## src/rtl/datatap_event_capture.sv

```systemverilog
// -----------------------------------------------------------------------------
// datatap_event_capture
//
// Watches three tapped core status bits and records every change as a
// timestamped event in a small FIFO. Each record carries the free-running
// timestamp of the change, the new tap value and a mask of the bits that
// changed. When the FIFO is full and nothing is being drained, new events are
// dropped and accounted for in a sticky overflow flag plus a saturating
// drop counter.
//
// Ports
//   clock       in   single clock, rising edge
//   reset_n     in   synchronous, active-low reset
//   tap_in      in   [2:0] tapped status bits
//   enable      in   event capture enable
//   out_valid   out  head record available
//   out_ready   in   consumer accepts the head record
//   out_data    out  [TS_W+5:0] {timestamp, new tap value, change mask}
//   clear_ovf   in   clears overflow and drop_count
//   overflow    out  sticky: at least one event was dropped
//   drop_count  out  [7:0] saturating count of dropped events
// -----------------------------------------------------------------------------
module datatap_event_capture #(
    parameter int DEPTH = 4,
    parameter int TS_W  = 16
) (
    input  logic            clock,
    input  logic            reset_n,
    input  logic [2:0]      tap_in,
    input  logic            enable,
    output logic            out_valid,
    input  logic            out_ready,
    output logic [TS_W+5:0] out_data,
    input  logic            clear_ovf,
    output logic            overflow,
    output logic [7:0]      drop_count
);

    localparam int PTR_W = $clog2(DEPTH);
    localparam int CNT_W = PTR_W + 1;
    localparam int REC_W = TS_W + 6;

    // Counter increment that sticks at all-ones instead of wrapping.
    function automatic logic [7:0] sat_inc8(input logic [7:0] v);
        return (v == 8'hFF) ? v : v + 8'd1;
    endfunction

    logic [TS_W-1:0]  ts_q,     ts_d;
    logic [2:0]       tap_q,    tap_d;
    logic             primed_q, primed_d;
    logic [PTR_W-1:0] wr_ptr_q, wr_ptr_d;
    logic [PTR_W-1:0] rd_ptr_q, rd_ptr_d;
    logic [CNT_W-1:0] count_q,  count_d;
    logic             ovf_q,    ovf_d;
    logic [7:0]       drop_q,   drop_d;
    logic [REC_W-1:0] mem_q [DEPTH];

    logic             event_w;
    logic             full_w;
    logic             pop_w;
    logic             push_w;
    logic             drop_w;
    logic [REC_W-1:0] rec_w;

    // Event detect: tap_q is refreshed even while disabled, so re-enabling
    // only reports changes that happen after the enable.
    always_comb begin
        event_w = primed_q & enable & (tap_in != tap_q);
        rec_w   = {ts_q, tap_in, tap_in ^ tap_q};
        full_w  = (count_q == CNT_W'(DEPTH));
        pop_w   = (count_q != '0) & out_ready;
        // A full FIFO still accepts an event if the head leaves this cycle.
        push_w  = event_w & (~full_w | pop_w);
        drop_w  = event_w & full_w & ~pop_w;
    end

    always_comb begin
        ts_d     = ts_q + TS_W'(1);
        tap_d    = tap_in;
        primed_d = 1'b1;
        wr_ptr_d = wr_ptr_q;
        rd_ptr_d = rd_ptr_q;
        count_d  = count_q;
        ovf_d    = ovf_q;
        drop_d   = drop_q;

        if (push_w) begin
            wr_ptr_d = wr_ptr_q + PTR_W'(1);
        end
        if (pop_w) begin
            rd_ptr_d = rd_ptr_q + PTR_W'(1);
        end
        if (push_w && !pop_w) begin
            count_d = count_q + CNT_W'(1);
        end else if (pop_w && !push_w) begin
            count_d = count_q - CNT_W'(1);
        end

        // A drop coinciding with a clear is not lost: it restarts the tally.
        if (clear_ovf) begin
            ovf_d  = drop_w;
            drop_d = drop_w ? 8'd1 : 8'd0;
        end else if (drop_w) begin
            ovf_d  = 1'b1;
            drop_d = sat_inc8(drop_q);
        end
    end

    always_ff @(posedge clock) begin
        if (!reset_n) begin
            ts_q     <= '0;
            tap_q    <= '0;
            primed_q <= 1'b0;
            wr_ptr_q <= '0;
            rd_ptr_q <= '0;
            count_q  <= '0;
            ovf_q    <= 1'b0;
            drop_q   <= '0;
        end else begin
            ts_q     <= ts_d;
            tap_q    <= tap_d;
            primed_q <= primed_d;
            wr_ptr_q <= wr_ptr_d;
            rd_ptr_q <= rd_ptr_d;
            count_q  <= count_d;
            ovf_q    <= ovf_d;
            drop_q   <= drop_d;
        end
    end

    // Record storage is not reset; emptiness is tracked by count_q alone.
    always_ff @(posedge clock) begin
        if (reset_n && push_w) begin
            mem_q[wr_ptr_q] <= rec_w;
        end
    end

    assign out_valid  = (count_q != '0);
    assign out_data   = (count_q != '0) ? mem_q[rd_ptr_q] : '0;
    assign overflow   = ovf_q;
    assign drop_count = drop_q;

endmodule

```

## config.mk

```make
export PLATFORM = sky130hd
export DESIGN_NAME = datatap_event_capture
export DESIGN_NICKNAME = d
export VERILOG_FILES = /design/src/rtl/datatap_event_capture.sv
export SDC_FILE = /design/constraint.sdc
export NUM_CORES = 1
export LEC_CHECK = 0
export CELL_PAD_IN_SITES_DETAIL_PLACEMENT = 1
export CELL_PAD_IN_SITES_GLOBAL_PLACEMENT = 2
export CORE_MARGIN = 1
export CORE_UTILIZATION = 38
export DETAILED_ROUTE_END_ITERATION = 7
export GPL_TIMING_DRIVEN = 1
export HOLD_SLACK_MARGIN = 0.06
export PLACE_DENSITY_LB_ADDON = 0.1
export RECOVER_POWER = 50
export SYNTH_ARGS = -nofsm -noshare
export SYNTH_HDL_FRONTEND = slang
export SYNTH_SLANG_ARGS = --single-unit
```

## constraint.sdc

```tcl
create_clock -name clock -period 2.3 [get_ports clock]
set_clock_uncertainty 0.05 [all_clocks]
set_input_delay 0.46 -clock clock [delete_from_list [all_inputs] [get_ports clock]]
set_output_delay 0.46 -clock clock [all_outputs]
set_load 0.03 [all_outputs]
```

==> impl_metrics.yaml <==
status:
  status: "complete, but fails checks"
  failing_checks: "setup timing"
final_layout:
  filler_cell_count: 1246
  insertedDiodeCount: 0
  mostFrequentLayoutCells: "sky130_fd_sc_hd__edfxtp_1 (88), sky130_fd_sc_hd__dfxtp_1 (36), sky130_fd_sc_hd__buf_4 (23), sky130_fd_sc_hd__mux4_2 (22), sky130_fd_sc_hd__buf_6 (22)"
  stdcell_area_mm2: 0.00664
  final-seq-area_mm2: 0.00341
  multi_input_comb_area_mm2: 0.00163
  drive_gt1_share_pct: 30.9
  area.growth.synth_to_final_pct: 31.5
  most_common_cell_after_layout_fill_and_taps_aside: "sky130_fd_sc_hd__edfxtp_1"
  final_nets: 430
synthesis:
  synth-warning-count: 0
  share_of_flip_flops_with_an_asynchronous_set_or_reset_after_synthesis_pct: 0
  synth_enable_flop_cells: 88
  syn_inst: 330
  synthesis.nets: 346
  syn_area_per_cell_um2: 15.3
  synth_flop_cell: "sky130_fd_sc_hd__edfxtp_1"
  ys_ff_latch: 126
  syn_area_mm2: 0.00505
  synth.lib_cells_used.distinct: 36
  ys_seq_area_share_pct: 67.4
global_routing:
  global_route_wire_length_before_repair_mm: 17.7
  global_route.overflow_total: 0
  global_route.usage.total_pct: 18.1
  first_global_vias: 3245
  grt_start_max_net_pins: 25
  grt_antenna_before_repair: 0
cts:
  cts_hold_buffers: 0
  numClockSinks: 126
  ctsRootBufferMaster: "sky130_fd_sc_hd__clkbuf_16"
  clk-insertion-delay-late_ps: 400
  tritoncts: "done"
  cts_made_buffers: 17
  clock_tree.htree_level_count: 4
  clkSlewWorstSetupHoldPaths_ps: 50
  cts.path.max_buffers: 2
detailed_routing:
  met2RoutedLength_mm: 5.64
  drc: 0
  routed_wl_mm: 11.0
  num_vias: 3016
  wl_met1_mm: 4.99
  route.detailed.vias_per_inst: 5.04
  dr.pass1.iters: 4
  wl_per_cell_um: 18.3
  route.top_layer_used: "met4"
  drtIter0Drc: 136
  ant_nets: 0
  route.met3.wl_um: 241
power:
  peakVddDrop_mv: 0.503
  power_leakage_uw: 0.00228
  p_per_area_mw_per_mm2: 1130
placement:
  place.gp.congestion: 0.730
  dp_area_mm2: 0.00597
  pre_cts_ws_ps: -540
  buffer_ports.inserted: 39
  hpwlAfterDp_mm: 7.01
floorplanning:
  initial_core_util_pct: 39.5
  boundaryPins: 40
  placeableCoreArea_mm2: 0.0128
  die-width_um: 117
  die_height_um: 117
  core.rowCount: 41
  die_area_mm2: 0.0137
setup_path:
  r2r.worst_path.cells: 9
  r2r-start: "count_q[0]"
  regToRegSetupSlack_ps: 50
  worstPathRequired_ps: 1790
  startpoint_type: "flop"
  arrival_ps: 1830
  critical_path.reg2reg.endpoint: "count_q[2]"
  worst-path-max-fanout: 4
  worstSetupPathType: "reg -> out"
  setup.worst_path.end_class: "output pin"
  critPathCapture: "out_data[17]"
sta:
  finalHoldViolations: 0
  slew_headroom_pct: 63.7
  postLayoutSetupSlackWorst_ps: -43.2
  fmax_mhz: 427
  report.final.slew_viol_count: 0
  hold_slack_ps: 415
  finalSetupViolCount: 6
  final.period_utilization_pct: 102
  unrepaired_setup_endpoints_after_global_routing: "yes"
  finalWorstPathRequiredPeriod_ps: 2340
  worst_pin_slew_ps: 544
min_path:
  timing.hold.worst.class: "reg -> reg"
  worst_hold_startpoint: "overflow"
job:
  max_cap_viol_count: 0
[Yosys cell counts, types with 2 or more instances]
master	instances	area share [%]
sky130_fd_sc_hd__edfxtp_1	88	52
sky130_fd_sc_hd__dfxtp_1	38	15
sky130_fd_sc_hd__and2_1	27	3.3
sky130_fd_sc_hd__mux4_2	22	9.8
sky130_fd_sc_hd__nor2_1	21	1.6
sky130_fd_sc_hd__a21oi_1	11	1.1
sky130_fd_sc_hd__xnor2_1	11	1.9
sky130_fd_sc_hd__nand3_1	10	0.99
sky130_fd_sc_hd__nand2_1	9	0.67
sky130_fd_sc_hd__clkbuf_1	8	0.60
sky130_fd_sc_hd__inv_1	8	0.60
sky130_fd_sc_hd__or3_1	8	0.99
sky130_fd_sc_hd__xor2_1	8	1.4
sky130_fd_sc_hd__ha_1	7	1.7
sky130_fd_sc_hd__nand4_1	6	0.74
sky130_fd_sc_hd__nor3_1	6	0.60
sky130_fd_sc_hd__nor4_1	5	0.62
sky130_fd_sc_hd__o21ai_0	5	0.50
sky130_fd_sc_hd__and3_1	4	0.50
sky130_fd_sc_hd__buf_2	4	0.40
sky130_fd_sc_hd__o31ai_1	4	0.60
sky130_fd_sc_hd__or4_1	4	0.60
sky130_fd_sc_hd__mux2i_1	2	0.40
sky130_fd_sc_hd__o21a_1	2	0.30
[timing repair]
item	in CTS	in global routing
gates cloned	1	0
setup endpoints to repair	23	23
buffers inserted	2	0
pin swaps	3	0
resized for setup	163	7
[critical path, cell delays in order (launching register included)]
cell and delay, ps:
sky130_fd_sc_hd__dfxtp_4 400, sky130_fd_sc_hd__buf_8 130, sky130_fd_sc_hd__buf_6 110, sky130_fd_sc_hd__mux4_2 490, sky130_fd_sc_hd__and2_4 170, sky130_fd_sc_hd__buf_6 130
[worst min path at each step]
stage	slack, ps	endpoint	cells past startpoint
after floorplan	410	ts_q[0]	1
after global placement	400	overflow	2
after detailed placement	410	overflow	2
after CTS	420	overflow	2
after global routing	450	overflow	2
final	410	overflow	2
[sequential cells by signal (all words and copies together), names as in the netlist, named ones only]
register,count
mem_q,88
ts_q,16
drop_count,8
count_q,3
tap_q,3
rd_ptr_q,2
wr_ptr_q,2
overflow,1
primed_q,1
[power by group]
part           switching [uW]  total, uW  leakage (uW)  internal [uW]
sequential               79.4       2580       0.00112           2500
clock                     890       2570      0.000280           1680
combinational            1150       2330      0.000878           1180
total                    2120       7480       0.00228           5370
[cells by family after synthesis]
logic type               after synthesis  share of synthesized area, %
XOR/XNOR                              19                          3.30
buffers and inverters                 22                          1.88
adder cells (fa/ha/maj)                8                          2.13
flip-flops                           126                          67.4
multiplexers                          24                          10.2
AND/OR/NAND/NOR                      104                          11.5
AO/OA/AOI/OAI                         27                          3.52
[metal layers]
metal  up-vias  track usage (%)
met5         -                0
met1      1542             22.3
li1       1427                -
met4         0             8.10
met2        39             30.5
met3         8             4.17
[per-stage QoR]
step	power, uW	util, %	std cells	setup TNS (ps)
after floorplan	3790	-	330	0
after global placement	4590	46.7	565	-15790
after detailed placement	4630	46.7	565	-16340
after CTS	7640	52.4	600	-878
after global routing	7850	51.9	599	-1080
final	7480	51.9	599	-171
[final cells by class]
type	instances	area share, %
clock buffers	22	6.69
clock inverters	10	1.85
inverters	9	0.509
multi-input cells	182	24.5
flip-flops and latches	126	51.4
well taps	172	3.24
repair buffers	78	11.8
(Power assumes the default switching activity.)
